$ cat config.mk
export PLATFORM = sky130hd
export DESIGN_NAME = lc3_kbd_io
export DESIGN_NICKNAME = d
export VERILOG_FILES = /design/src/rtl/lc3_io_pkg.sv /design/src/rtl/key_debounce.sv /design/src/rtl/lc3_kbd_io.sv
export SDC_FILE = /design/constraint.sdc
export NUM_CORES = 1
export LEC_CHECK = 0
export CORE_MARGIN = 5
export CORE_UTILIZATION = 23
export DETAILED_ROUTE_END_ITERATION = 8
export SYNTH_ARGS = -nofsm -noshare
export SYNTH_HDL_FRONTEND = slang
export SYNTH_SLANG_ARGS = --single-unit
$ cat constraint.sdc
create_clock -name clk -period 4.8 [get_ports clk]
set_input_delay 0.48 -clock clk [delete_from_list [all_inputs] [get_ports clk]]
set_output_delay 0.48 -clock clk [all_outputs]
set_load 0.005 [all_outputs]
$ cat src/rtl/lc3_io_pkg.sv
// Shared constants and types for the LC-3 memory-mapped I/O blocks.
//   KBSR_ADDR_DEFAULT / KBDR_ADDR_DEFAULT : default keyboard register addresses
//   DB_CNT_W                              : debounce counter width
//   db_state_e                            : key debounce FSM states
package lc3_io_pkg;

    localparam logic [15:0] KBSR_ADDR_DEFAULT = 16'hFE00;
    localparam logic [15:0] KBDR_ADDR_DEFAULT = 16'hFE02;

    localparam int unsigned DB_CNT_W = 16;

    typedef enum logic [1:0] {
        DB_UP        = 2'd0,
        DB_WAIT_DOWN = 2'd1,
        DB_DOWN      = 2'd2,
        DB_WAIT_UP   = 2'd3
    } db_state_e;

endpackage

$ cat src/rtl/key_debounce.sv
// Push-button synchronizer + debouncer producing a one-cycle press pulse.
//   clk     : clock
//   reset   : asynchronous active-low reset
//   key_n   : raw asynchronous active-low button
//   press   : registered one-cycle pulse on an accepted press
module key_debounce
    import lc3_io_pkg::*;
#(
    parameter int unsigned DEBOUNCE_CYCLES = 16
) (
    input  logic clk,
    input  logic reset,
    input  logic key_n,
    output logic press
);

    localparam logic [DB_CNT_W-1:0] LAST = DB_CNT_W'(DEBOUNCE_CYCLES - 1);

    db_state_e           state_q, state_d;
    logic [DB_CNT_W-1:0] cnt_q, cnt_d;
    logic [1:0]          sync_q, sync_d;
    logic [1:0]          vld_q, vld_d;
    logic                armed_q, armed_d;
    logic                press_q, press_d;
    logic                key_hi;

    assign key_hi = sync_q[1];
    assign press  = press_q;

    always_ff @(posedge clk or negedge reset) begin
        if (!reset) begin
            state_q <= DB_UP;
            cnt_q   <= '0;
            sync_q  <= 2'b11;
            vld_q   <= 2'b00;
            armed_q <= 1'b0;
            press_q <= 1'b0;
        end else begin
            state_q <= state_d;
            cnt_q   <= cnt_d;
            sync_q  <= sync_d;
            vld_q   <= vld_d;
            armed_q <= armed_d;
            press_q <= press_d;
        end
    end

    // vld_q marks when the synchronizer holds real samples rather than reset
    // values; until then plus a full stable-high period, the FSM is disarmed
    // so a key held through reset release cannot register as a press.
    always_comb begin
        state_d = state_q;
        cnt_d   = cnt_q;
        armed_d = armed_q;
        press_d = 1'b0;
        sync_d  = {sync_q[0], key_n};
        vld_d   = {vld_q[0], 1'b1};
        case (state_q)
            DB_UP: begin
                if (!armed_q) begin
                    if (vld_q[1] && key_hi) begin
                        if (cnt_q == LAST) begin
                            armed_d = 1'b1;
                            cnt_d   = '0;
                        end else begin
                            cnt_d = cnt_q + DB_CNT_W'(1);
                        end
                    end else begin
                        cnt_d = '0;
                    end
                end else if (!key_hi) begin
                    state_d = DB_WAIT_DOWN;
                    cnt_d   = DB_CNT_W'(1);
                end
            end
            DB_WAIT_DOWN: begin
                if (key_hi) begin
                    state_d = DB_UP;
                    cnt_d   = '0;
                end else if (cnt_q == LAST) begin
                    state_d = DB_DOWN;
                    cnt_d   = '0;
                    press_d = 1'b1;
                end else begin
                    cnt_d = cnt_q + DB_CNT_W'(1);
                end
            end
            DB_DOWN: begin
                if (key_hi) begin
                    state_d = DB_WAIT_UP;
                    cnt_d   = DB_CNT_W'(1);
                end
            end
            DB_WAIT_UP: begin
                if (!key_hi) begin
                    state_d = DB_DOWN;
                    cnt_d   = '0;
                end else if (cnt_q == LAST) begin
                    state_d = DB_UP;
                    cnt_d   = '0;
                end else begin
                    cnt_d = cnt_q + DB_CNT_W'(1);
                end
            end
            default: begin
                state_d = DB_UP;
                cnt_d   = '0;
            end
        endcase
    end

endmodule

$ cat src/rtl/lc3_kbd_io.sv
// LC-3 keyboard device: KBSR/KBDR registers fed by a debounced push-button.
//   clk, reset       : clock, asynchronous active-low reset
//   addr, data_in    : MAR / MDR
//   we, select       : write strobe, access enable
//   data_out         : combinational read data
//   sw               : switch value captured on a key press
//   key_n            : raw active-low button
//   irq              : keyboard interrupt request
// Build option: define LC3_KBD_IRQ_EN to enable the KBSR interrupt-enable bit
// and irq = ready & ie; otherwise irq is 0, ie reads 0, KBSR writes ignored.
module lc3_kbd_io
    import lc3_io_pkg::*;
#(
    parameter int unsigned DEBOUNCE_CYCLES = 16,
    parameter logic [15:0] KBSR_ADDR       = KBSR_ADDR_DEFAULT,
    parameter logic [15:0] KBDR_ADDR       = KBDR_ADDR_DEFAULT
) (
    input  logic        clk,
    input  logic        reset,
    input  logic [15:0] addr,
    input  logic [15:0] data_in,
    input  logic        we,
    input  logic        select,
    output logic [15:0] data_out,
    input  logic [9:0]  sw,
    input  logic        key_n,
    output logic        irq
);

    logic       press;
    logic       kbsr_hit, kbdr_hit, kbdr_rd;
    logic [9:0] kbdr_q, kbdr_d;
    logic       ready_q, ready_d;
    logic       ovr_q, ovr_d;
    logic       ie_c;

    key_debounce #(
        .DEBOUNCE_CYCLES(DEBOUNCE_CYCLES)
    ) u_debounce (
        .clk  (clk),
        .reset(reset),
        .key_n(key_n),
        .press(press)
    );

    assign kbsr_hit = (addr == KBSR_ADDR);
    assign kbdr_hit = (addr == KBDR_ADDR);
    assign kbdr_rd  = select & ~we & kbdr_hit;

`ifdef LC3_KBD_IRQ_EN
    logic ie_q, ie_d;
    logic unused_data;

    assign unused_data = ^{data_in[15], data_in[13:0]};
    assign ie_c        = ie_q;
    assign irq         = ready_q & ie_q;

    always_comb begin
        ie_d = ie_q;
        if (select && we && kbsr_hit) begin
            ie_d = data_in[14];
        end
    end

    always_ff @(posedge clk or negedge reset) begin
        if (!reset) begin
            ie_q <= 1'b0;
        end else begin
            ie_q <= ie_d;
        end
    end
`else
    logic unused_data;

    assign unused_data = ^data_in;
    assign ie_c        = 1'b0;
    assign irq         = 1'b0;
`endif

    always_ff @(posedge clk or negedge reset) begin
        if (!reset) begin
            kbdr_q  <= '0;
            ready_q <= 1'b0;
            ovr_q   <= 1'b0;
        end else begin
            kbdr_q  <= kbdr_d;
            ready_q <= ready_d;
            ovr_q   <= ovr_d;
        end
    end

    // A KBDR read frees the register, so a press in the same cycle loads
    // the new character and leaves ready set with overrun cleared.
    always_comb begin
        kbdr_d  = kbdr_q;
        ready_d = ready_q;
        ovr_d   = ovr_q;
        if (kbdr_rd) begin
            ready_d = 1'b0;
            ovr_d   = 1'b0;
        end
        if (press) begin
            if (!ready_q || kbdr_rd) begin
                kbdr_d  = sw;
                ready_d = 1'b1;
            end else begin
                ovr_d = 1'b1;
            end
        end
    end

    // Read mux.
    always_comb begin
        data_out = 16'h0000;
        if (select && !we) begin
            if (kbsr_hit) begin
                data_out = {ready_q, ie_c, ovr_q, 13'b0};
            end else if (kbdr_hit) begin
                data_out = {6'b0, kbdr_q};
            end
        end
    end

endmodule

## Word level (Yosys, flattened, before mapping)

Index checks and enable logic that the tools add are counted.

- Output and inout bits: 17
- Input port bits: 47
- Bits in registers: 36
- Word-level logic and storage cells: 64

- Multiplexer cells: 30
- Reduce and logical (&&, ||, !) cells: 9
- Eq/ne operators: 12
- Add/subtract/negate cells: 1
- Bitwise logic cells: 3

Operators with widths:

| operator | number |
|---|---|
| $mux W16 | 9 |
| $pmux W16 S4 | 1 |
| $eq A16 B16 Y1 const B | 2 |
| $add A16 B1 Y16 const B | 1 |
| $eq A16 B4 Y1 const B | 1 |
| $mux W2 | 7 |
| $mux W1 | 11 |
| $mux W10 | 1 |
| $pmux W2 S4 | 1 |
| $ne A3 B3 Y1 const B | 2 |
| $reduce_and A5 Y1 | 1 |
| $eq A2 B2 Y1 const B | 2 |
| $ne A2 B1 Y1 const B | 2 |
| $reduce_and A2 Y1 | 2 |
| $ne A3 B1 Y1 const B | 1 |
| $and A1 B1 Y1 | 2 |
| $eq A2 B1 Y1 const B | 1 |
| $logic_and A1 B1 Y1 | 2 |
| $logic_not A1 Y1 | 2 |
| $logic_not A2 Y1 | 1 |
| $ne A2 B2 Y1 const B | 1 |
| $logic_or A1 B1 Y1 | 1 |
| $not A1 Y1 | 1 |

## Longest topological paths before layout

- Depth in word-level cells: 6
- Gate-level depth with buffers: 7
- Depth with buffers taken out: 5

## Hierarchy

From an unflattened synthesis, not the netlist that was laid out.

- Cell total of the unflattened synthesis: 195
- Area, all modules: 2,059.5 µm²

By module, submodules not included:

| module | instances | area an instance (µm²) | cells each |
|---|---|---|---|
| key_debounce | 1 | 1,401.3 | 140 |
| lc3_kbd_io | 1 | 658.1 | 55 |

## Worst setup path after synthesis

OpenSTA, ideal clock, no wires.

- Path type: input to output
- From: input addr[0]
- To: output data_out[2]
- Stages: 5
- Buffers on the path: 1
- Path slack: 2.508 ns
- Data required time: 4.320 ns
- Arrival time: 1.812 ns
- Path through: or4_4 -> nor4_4 -> and3_2 -> buf_2 -> and2_1

- Longest elaborated chain between the ends: 4
- Elaborated cells on any way between the ends: 5
- Classes of those cells: 2 x eq/ne; 3 x mux

Ends and longest elaborated chain:

| what | line | RTL |
|---|---|---|
| start, declared | lc3_kbd_io.sv:20 | `input logic [15:0] addr,` |
| $eq A16 B16 Y1 | lc3_kbd_io.sv:47 | `assign kbdr_hit = (addr == KBDR_ADDR);` |
| $mux W10 | lc3_kbd_io.sv:118 | `end else if (kbdr_hit) begin` |
| $mux W16 * | lc3_kbd_io.sv:116 | `if (kbsr_hit) begin` |
| $mux W16 * | lc3_kbd_io.sv:115 | `if (select && !we) begin` |
| end, declared | lc3_kbd_io.sv:24 | `output logic [15:0] data_out,` |

Mark *: on every way between the ends. The rest lies on a longest branch, timed or not.

## Worst setup path in the final report

- From: input addr[0]
- To: output data_out[7]

The elaborated chain is that of the path after synthesis.

==> run_results.csv <==
group,metric,value,unit
run_status,status,"finished, final reports clean",
timing,fin_skew,0.00279,ns
floorplanning,rows,32,
cts,cts_root_buf,"clkbuf_8",
timing,max_freq,310,MHz
timing,hold_viol,0,
logic_synthesis,synth_area_leader_cell,"dfrtp_1",
cts,cts_buffers,5,
final_layout,diodes,0,
timing,period_minus_slack,3.23,ns
cts,cts_tree,"yes",
timing,worstMarginPinSlew,1.24,ns
logic_synthesis,synth-edff-count,0,
final_layout,final_cells,320,
placement,hpwlAfterDp,2890,um
timing,rsz0062_at_grt,"no",
cts,cts_max_level,2,
final_layout,area_delta_synth_final,30.7,%
pwr,ir_drop,0.109,mV
detailed_routing,dr.first_iter.drc_count,67,
cts,clk_latency,0.29,ns
timing,finalCritPeriodShare,67.3,%
cts,cts.sinks,36,
critical_path,worstReg2RegEnd,"u_debounce.cnt_q[6]",
critical_path,crit_type,"in -> out",
placement,gp_congestion,0.717,
pwr,leakage,1.00,nW
final_layout,nets,265,
cts,ctsHoldBuffers,0,
logic_synthesis,synthFlopType,"dfrtp_1",
critical_path,crit_path_end_kind,"primary output",
global_routing,antenna_found_initial,0,
detailed_routing,num_vias,1453,
logic_synthesis,synth_top_cell_area_share,45.9,%
timing,setup_viol,0,
critical_path,crit_fanout,12,
global_routing,grt_max_degree,37,
detailed_routing,routed_via_density,4.54,
run,max_cap_violations,0,
detailed_routing,routed_wl,4020,um
global_routing,grt_pass1_vias,1458,
cts,cts_buffer_depth,2,
timing,tns,0,ns
logic_synthesis,synth_area_leaders,"dfrtp_1 46%, mux2_2 6.1%, and2_1 4.7%",
floorplanning,pin_count,64,
detailed_routing,dr.pass1.iters,4,
final_layout,drive_gt1_share,12.4,%
logic_synthesis,yosys_warnings,0,
floorplanning,die-area,0.00996,mm^2
floorplanning,die_width,99.8,um
critical_path,r2r_slack,2.41,ns
placement,dp_cells,312,
logic_synthesis,synthTopCellsByCount,"34 x dfrtp_1, 14 x and2_1, 11 x a21oi_1",
detailed_routing,drc_errors,0,
logic_synthesis,ys_seq_area_share,48.7,%
global_routing,grt_use_total,8.53,%
min_path,worstHoldPathType,"in -> async",
cts,cts_setup_buffers,0,
placement,port_buffers,42,
critical_path,rr_worst_depth,4,
timing,slew_headroom,17.0,%
cts,postCtsResizedCells,0,
global_routing,grt_pass1_wl,6850,um
timing,slew_violations,0,
final_layout,n_fill_cell,840,
pwr,p_total,0.000579,W
detailed_routing,antenna_left,0,
logic_synthesis,post-synth-top-count-cell,"dfrtp_1",
logic_synthesis,syn-cell-area,0.00185,mm^2
logic_synthesis,async_flop_share,100,%
detailed_routing,wl_per_cell,12.6,um
pwr,power_density,239,mW/mm^2
global_routing,grt_remaining_overflow,0,
critical_path,cp-start-kind,"input port",
floorplanning,die_h,99.8,um
cts,clk_pin_slew,0.07,ns
logic_synthesis,netlist_instances,177,
critical_path,timing.rr.start,"u_debounce.cnt_q[4]",
floorplanning,start_util,23.7,%
floorplanning,coreArea,0.00781,mm^2
logic_synthesis,postSynthAreaPerCell,10.5,um^2
logic_synthesis,ys_ff_latch,36,
critical_path,cp.arrival,2.75,ns
logic_synthesis,synth_cell_types,44,
critical_path,crit_required,4.32,ns
## per-layer routing
metal / vias to the layer above / part of all wire [%] / GRT usage [%] / routed length (um)
li1: 717 / - / - / -
met1: 672 / 47 / 10.7 / 1890
met2: 57 / 40 / 12.4 / 1610
met3: 7 / 11 / 3.89 / 449
met4: 0 / 1.7 / 4.10 / 68
met5: - / 0 / 0 / 0
## logic make-up after synthesis
logic type	Yosys count	synth area share [%]
AND/OR/NAND/NOR	75	25.1
flip-flops	36	48.7
AO/OA/AOI/OAI	30	11.5
buffers and inverters	18	5.13
multiplexers	11	6.61
XOR/XNOR	4	1.89
other	2	0.405
adder cells (fa/ha/maj)	1	0.675
## flip-flops by register name (all words and copies together) (netlist names), named ones only
| name | cells |
|---|---|
| kbdr_q | 10 |
| ovr_q | 1 |
| ready_q | 1 |
| u_debounce.armed_q | 1 |
| u_debounce.cnt_q | 16 |
| u_debounce.press | 1 |
| u_debounce.state_q | 1 |
| u_debounce.sync_q | 2 |
| u_debounce.vld_q | 2 |
## critical path, cell delays in order
cell             delay [ns]
clkdlybuf4s50_1        0.40
or4_4                  0.55
nor4_4                 0.31
and3_2                 0.35
and2_1                 0.16
clkdlybuf4s50_1        0.50
## cell usage in the layout, fill, tap and decap left out, types with 2 or more instances in the layout
master	n
dfrtp_1	34
a21oi_1	11
nor4_1	4
nand3_1	8
mux2_2	10
clkdlybuf4s50_1	41
clkbuf_8	5
nand2_1	7
and3_1	3
and2_1	14
nor2_1	8
xor2_1	4
clkinv_2	2
or4_1	5
or3_1	5
o31ai_1	6
inv_1	5
o21ai_0	5
dfstp_2	2
nand2b_1	2
nand4_1	8
conb_1	6
## metrics by stage
stage | setup slack, ns | area, um^2 | util [%] | hold slack (ns)
floorplan | 2.51 | 1870 | - | 0.184
global placement | 1.53 | 2340 | 29.9 | 0.332
detailed placement | 1.54 | 2340 | 29.9 | 0.336
CTS | 1.55 | 2420 | 31.0 | 0.295
global route | 1.44 | 2420 | 31.0 | 0.339
finish | 1.57 | 2420 | 31.0 | 0.262
## area by class of cell
class                           instances  area, um^2  area share, %
Timing Repair Buffer                   42         415           17.1
Clock inverter                          3        18.8          0.774
Multi-Input combinational cell        127         871           35.9
Clock buffer                            5        68.8           2.84
Sequential cell                        36         903           37.3
Tap cell                              102         128           5.27
Inverter                                5        18.8          0.774
## worst max-delay path by stage
stage,start,to,slack (ns),depth (start not counted)
floorplan,addr[0],data_out[2],2.51,5
global placement,addr[0],data_out[7],1.53,6
detailed placement,addr[0],data_out[7],1.54,6
CTS,addr[0],data_out[7],1.55,6
global route,addr[0],data_out[6],1.44,6
finish,addr[0],data_out[7],1.57,6
## where the power goes
part	switching, W	internal, W	total (W)
clock network	0.000116	0.000101	0.000217
registers	0.00000485	0.000309	0.000314
logic	0.0000201	0.0000279	0.0000481
(Power assumes the default switching activity.)
